`src/rtl/cpu16_regs_ctl.sv`:
```
// Register-file access controller: round-robin sharing of the single write port
// between execute and load writeback, plus a stall/drain/access debug port.
module cpu16_regs_ctl #(
    parameter int AW = 3,
    parameter int DW = 16
) (
    input  logic          clk,
    input  logic          reset,
    input  logic          ex_valid,
    input  logic [AW-1:0] ex_wsel,
    input  logic [DW-1:0] ex_wdata,
    output logic          ex_ready,
    input  logic          ld_valid,
    input  logic [AW-1:0] ld_wsel,
    input  logic [DW-1:0] ld_wdata,
    output logic          ld_ready,
    input  logic          dbg_req,
    input  logic          dbg_we,
    input  logic [AW-1:0] dbg_sel,
    input  logic [DW-1:0] dbg_wdata,
    output logic          dbg_ack,
    output logic [DW-1:0] dbg_rdata,
    input  logic [AW-1:0] cpu_asel,
    output logic          cpu_stall,
    output logic [AW-1:0] rf_asel,
    output logic [AW-1:0] rf_wsel,
    output logic          rf_wreg,
    output logic [DW-1:0] rf_wdata,
    input  logic [DW-1:0] rf_adata
);

    typedef enum logic [2:0] {
        IDLE  = 3'd0,
        DRAIN = 3'd1,
        RADDR = 3'd2,
        RDATA = 3'd3,
        WRITE = 3'd4,
        DONE  = 3'd5
    } state_t;

    state_t        state_q, state_d;
    logic          rr_q, rr_d;          // 0: ex wins next contest, 1: ld wins
    logic          dbg_we_q, dbg_we_d;
    logic [AW-1:0] dbg_sel_q, dbg_sel_d;
    logic [DW-1:0] dbg_wdata_q, dbg_wdata_d;
    logic [DW-1:0] dbg_rdata_q, dbg_rdata_d;

    logic arb_en, ex_gnt, ld_gnt;

    // Writebacks are only served while the core may still own the port.
    always_comb begin
        arb_en = !reset && (state_q == IDLE || state_q == DRAIN);
        ex_gnt = arb_en && ex_valid && (!ld_valid || !rr_q);
        ld_gnt = arb_en && ld_valid && (!ex_valid ||  rr_q);
        rr_d   = (arb_en && ex_valid && ld_valid) ? ~rr_q : rr_q;
    end

    always_comb begin
        ex_ready = ex_gnt;
        ld_ready = ld_gnt;
        rf_wreg  = ex_gnt || ld_gnt;
        rf_wsel  = ld_gnt ? ld_wsel  : ex_wsel;
        rf_wdata = ld_gnt ? ld_wdata : ex_wdata;
        if (state_q == WRITE) begin
            rf_wreg  = 1'b1;
            rf_wsel  = dbg_sel_q;
            rf_wdata = dbg_wdata_q;
        end
        rf_asel   = (state_q == RADDR) ? dbg_sel_q : cpu_asel;
        dbg_rdata = dbg_rdata_q;
    end

    always_comb begin
        state_d     = state_q;
        cpu_stall   = 1'b1;
        dbg_ack     = 1'b0;
        dbg_we_d    = dbg_we_q;
        dbg_sel_d   = dbg_sel_q;
        dbg_wdata_d = dbg_wdata_q;
        dbg_rdata_d = dbg_rdata_q;
        case (state_q)
            IDLE: begin
                cpu_stall = dbg_req;
                if (dbg_req) begin
                    dbg_we_d    = dbg_we;
                    dbg_sel_d   = dbg_sel;
                    dbg_wdata_d = dbg_wdata;
                    state_d     = DRAIN;
                end
            end
            DRAIN: begin
                if (!ex_valid && !ld_valid)
                    state_d = dbg_we_q ? WRITE : RADDR;
            end
            RADDR: state_d = RDATA;
            RDATA: begin
                dbg_rdata_d = rf_adata;
                state_d     = DONE;
            end
            WRITE: state_d = DONE;
            DONE: begin
                dbg_ack = 1'b1;
                state_d = IDLE;
            end
            default: state_d = IDLE;
        endcase
    end

    always_ff @(posedge clk) begin
        if (reset) begin
            state_q     <= IDLE;
            rr_q        <= 1'b0;
            dbg_we_q    <= 1'b0;
            dbg_sel_q   <= '0;
            dbg_wdata_q <= '0;
            dbg_rdata_q <= '0;
        end else begin
            state_q     <= state_d;
            rr_q        <= rr_d;
            dbg_we_q    <= dbg_we_d;
            dbg_sel_q   <= dbg_sel_d;
            dbg_wdata_q <= dbg_wdata_d;
            dbg_rdata_q <= dbg_rdata_d;
        end
    end

endmodule
```
`config.mk`:
```
export PLATFORM = sky130hd
export DESIGN_NAME = cpu16_regs_ctl
export DESIGN_NICKNAME = d
export VERILOG_FILES = /design/src/rtl/cpu16_regs_ctl.sv
export SDC_FILE = /design/constraint.sdc
export NUM_CORES = 1
export LEC_CHECK = 0
export ABC_AREA = 1
export BUFFER_PORTS_ARGS = -buffer_cell sky130_fd_sc_hd__buf_4
export CAP_MARGIN = 0
export CORE_ASPECT_RATIO = 2
export CORE_MARGIN = 5
export CORE_UTILIZATION = 44
export DETAILED_ROUTE_END_ITERATION = 16
export MAX_ROUTING_LAYER = met4
export PLACE_DENSITY = 0.78
export SETUP_SLACK_MARGIN = 0.3
export SYNTH_ARGS = -nofsm -noshare
export SYNTH_HDL_FRONTEND = slang
export SYNTH_SLANG_ARGS = --single-unit
```
`constraint.sdc`:
```
create_clock -name clk -period 1.25 [get_ports clk]
set_input_delay 0.0625 -clock clk [delete_from_list [all_inputs] [get_ports clk]]
set_output_delay 0.0625 -clock clk [all_outputs]
set_load 0.01 [all_outputs]
```
# Word level (Yosys, flattened, before mapping)
# Index checks and enable logic that the tools add are counted.
[totals]
ff_bits = 40
inputBits = 82
elab_cells = 45
[classes]
eq_ne = 7
n_mux = 12
n_bitwise = 1
n_reduce_logical = 19
[ops]
columns = ["operator", "count"]
rows = [
  ["$mux W16", 2],
  ["$mux W3", 6],
  ["$pmux W3 S4", 1],
  ["$logic_and A1 B1 Y1", 7],
  ["$eq A3 B2 Y1 const B", 2],
  ["$eq A3 B3 Y1 const B", 2],
  ["$logic_not A1 Y1", 4],
  ["$logic_or A1 B1 Y1", 4],
  ["$reduce_and A2 Y1", 2],
  ["$eq A3 B1 Y1 const B", 1],
  ["$logic_not A3 Y1", 1],
  ["$mux W1", 3],
  ["$ne A2 B1 Y1 const B", 1],
  ["$ne A2 B2 Y1 const B", 1],
  ["$reduce_or A2 Y1", 1],
  ["$not A1 Y1", 1],
]

# Longest topological paths before layout
[depth]
word_depth = 7
depth_mapped = 8
mapped_depth_nobuf = 7

# Least setup slack after synthesis
# Ideal clock, no wire load.
[synth_path]
path_kind = "reg2out"
start = "reg state_q[2]"
end = "out rf_wdata[13]"
arrival_ns = 1.039
required_time_ns = 1.188
path_slack_ns = 0.148
stages_incl_launch_ff = 9
n_path_buf = 1
path_cell_list = "dfxtp_1 > inv_2 > nand2_1 > nor2_2 > nand2_1 > buf_4 > nand2_1 > nand3_1 > nand2_1"
[synth_via]
elab_chain_cells = 7
word_cells_on_any_way = 9
cone_classes = "eq/ne: 2; mux: 2; reduce/logical: 5"
[synth_lines]
columns = ["item", "line", "source"]
rows = [
  ["start, declared", "41", "state_t state_q, state_d;"],
  ["start signal, assigned", "118", "state_q <= state_d;"],
  ["$eq A3 B1 Y1 / $logic_not A3 Y1 (equally long branches)", "52", "arb_en = !reset && (state_q == IDLE || state_q == DRAIN);"],
  ["$logic_or A1 B1 Y1", "52", ""],
  ["$logic_and A1 B1 Y1", "52", ""],
  ["$logic_and A1 B1 Y1 (2 in series)", "54", "ld_gnt = arb_en && ld_valid && (!ex_valid || rr_q);"],
  ["$mux W16", "63", "rf_wdata = ld_gnt ? ld_wdata : ex_wdata;"],
  ["$mux W16 (*)", "64", "if (state_q == WRITE) begin"],
  ["end, declared", "28", "output logic [DW-1:0] rf_wdata,"],
]
# Mark *: on every way between the ends. The rest lies on a longest branch, timed or not.

# Worst setup path in the final report
[layout_path]
start = "reg state_q[1]"
end = "out rf_wreg"
[layout_via]
elab_chain_cells = 7
word_cells_on_any_way = 11
cone_classes = "eq/ne: 2; mux: 1; reduce/logical: 8"
[layout_lines]
columns = ["item", "line", "source"]
rows = [
  ["$eq A3 B1 Y1 / $logic_not A3 Y1 (equally long branches)", "52", ""],
  ["$logic_or A1 B1 Y1", "52", ""],
  ["$logic_and A1 B1 Y1", "52", ""],
  ["$logic_and A1 B1 Y1, on equally long branches (2 in series)", "53, 54", ""],
  ["$logic_or A1 B1 Y1", "61", "rf_wreg = ex_gnt || ld_gnt;"],
  ["$mux W1 (*)", "64", ""],
  ["end, declared", "27", "output logic rf_wreg,"],
]
# Marks and branches as above.

==> flow_summary.toml <==
[drt]
dr.pass1.iters = 5
drt-wirelength-per-cell_um = 19.0
drt_wl_total_mm = 11.0
viasPerCell = 5.43
drc = 0
drt-initial-drc-count = 227
ant_nets = 0
via_count = 3141

[sta]
drv_slew = 0
clock.fmax_ghz = 0.585
hold_ws_ns = -0.00193
rsz0062_at_grt = "true"
worstMarginPinSlew_ns = 0.532
period_minus_slack_ns = 1.71
finClkSkew_ns = 0.00751
relSlewSlack = 0.645
finalWorstSetupSlack_ns = -0.459
finalHoldViolations = 2
final-setup-viol-count = 66
post-route-period-util = 1.37

[global_route]
busiest_layer = "met2"
grtUsageMet1 = 0.245
gr-total-overflow = 0
grt_max_degree = 29
use_met2 = 0.458
grt_pass1_vias = 2745
grtUsageMet3 = 0.0291
antenna_found_initial = 0
grt_pass1_wl_mm = 12.2
grt.total_usage = 0.247

[clocking]
clkTransAtPathRegs_ns = 0.08
htreeDepth = 2
cts_buffer_depth = 2
cts_root_buffer = "clkbuf_8"
cts_tree = "yes"
clk_latency_ns = 0.30
clkSinkCount = 40
cts_buffers = 5

[critical_path]
worstPathArrival_ns = 1.65
worst_setup_path_end_kind = "output pin"
startpoint_type = "flip-flop"
worstPathRequired_ns = 1.19
crit_path_max_fanout = 5
timing.rr.start = "state_q[2]"
ff2ff_setup_slack_ns = -0.35
crit_type = "reg -> out"
reg2reg_to = "dbg_rdata[2]"
reg2reg_depth = 11

[status]
violations = "hold timing, setup timing"
status = "finished with violations"

[power_and_ir_drop]
vdd_drop_max_uv = 1070
p_per_area_nw_per_um2 = 1050
leakage_nw = 2.18

[layout]
final_core_util = 0.879
n_fill_cell = 229
drive_gt1_frac = 0.520
final_common_cell = "buf_4"
fin_cells = 578
fin_nets = 602
diodes = 0
area_growth_pct = 94.0
mostFrequentLayoutCells = "buf_4, inv_1, nand2_1"

[yosys]
syn_inst = 357
yosysWarnings = 0
synth_seq_area_share = 0.363
synth_fp_nets = 439
ys_seq_elements = 40
avgSynthCellArea_sq_um = 6.17
synth_cell_types = 22
netlist_area_sq_um = 2200

[die]
floorplan.initialDensity = 0.453
fp.dieH_um = 110
fp.dieArea_sq_um = 6610
die_w_um = 60.0
coreArea_sq_um = 4860
io_pins = 125
rows = 36

[hold_path]
hold_depth = 3
hp-start = "rf_adata[7]"
hp-class = "in -> reg"
holdPathEnd = "dbg_rdata[7]"

[place]
gp_congestion = 0.813
numPortBuffers = 124
dp_hpwl_mm = 5.59
dp.cells = 530

[job]
cap_violations = 0
-- final cells by class --
type / instances / area, sq um / area share
Sequential cell: 40 / 810 / 0.189
Tap cell: 57 / 71.3 / 0.0167
Multi-Input combinational cell: 228 / 1450 / 0.340
Clock inverter: 1 / 7.51 / 0.00176
Timing Repair Buffer: 174 / 1560 / 0.366
Clock buffer: 7 / 86.3 / 0.0202
Inverter: 71 / 284 / 0.0665
-- worst max-delay path by stage --
stage,depth (start not counted),slack (ns),start,end
6_report,8,-0.46,state_q[1],rf_wreg
3_5_place_dp,8,-0.14,state_q[1],rf_wdata[11]
2_1_floorplan,7,0.18,state_q[2],dbg_rdata[10]
5_1_grt,8,-0.53,state_q[1],rf_wreg
3_3_place_gp,8,-0.10,state_q[1],rf_wdata[13]
4_1_cts,8,-0.32,state_q[1],rf_wreg
-- registers in the layout (all words and copies together) (netlist names) --
register,count
state_q,3
rr_q,1
dbg_wdata_q,16
dbg_sel_q,3
dbg_rdata,16
dbg_we_q,1
-- where the power goes --
group | switching, mW | internal (mW)
Clock | 0.461 | 0.449
Combinational | 1.06 | 0.972
Sequential | 0.126 | 1.43
-- synthesized netlist by cell type, drive strengths merged --
cell,n,area (sq um)
inv,71,267
a21oi,22,114
nor3,1,5.00
clkbuf,2,7.51
buf,18,114
dfxtp,40,801
nand2,72,273
nor2,45,181
nand3,42,215
nand4,1,6.26
o211ai,1,7.51
o21ai,41,205
nand3b,1,7.51
-- layer usage --
| metal | share of wire | up-vias |
|---|---|---|
| met5 | 0 | - |
| met4 | 0.060 | 0 |
| met3 | 0.050 | 58 |
| met2 | 0.56 | 180 |
| met1 | 0.33 | 1476 |
| li1 | - | 1427 |
-- logic make-up (layout without fill, tap and decap cells) --
| kind of cell | Yosys count | after routing | share of synthesized area |
|---|---|---|---|
| AO/OA/AOI/OAI | 64 | 64 | 0.148 |
| AND/OR/NAND/NOR | 162 | 164 | 0.312 |
| flip-flops | 40 | 40 | 0.363 |
| buffers and inverters | 91 | 253 | 0.176 |
-- worst max-delay path: stages, from the launching register on --
cell and delay, ns:
dfxtp_4 0.37, inv_4 0.07, nand2_4 0.06, nor2_4 0.17
buf_6 0.15, buf_16 0.12, o211ai_1 0.14, nand3_1 0.14
buf_6 0.12
-- through the flow --
| step | power, mW | instance area (sq um) | setup slack (ns) | setup TNS, ns |
|---|---|---|---|---|
| floorplan | 2.25 | 2300 | 0.185 | 0 |
| global placement | 2.80 | 3280 | -0.104 | -1.14 |
| detailed placement | 2.82 | 3280 | -0.142 | -1.88 |
| CTS | 3.88 | 3680 | -0.323 | -7.20 |
| global route | 4.68 | 4270 | -0.529 | -21.05 |
| finish | 4.50 | 4270 | -0.459 | -18.04 |
-- repair_timing --
item	CTS	global route
endpoints found under the setup margin	66	67
hold buffers	14	0
buffers inserted	6	12
gates cloned	3	5
gates resized for setup	26	114
endpoints found under the hold margin	16	0
pin swaps	4	31
Power figures use the tool's default switching activity.
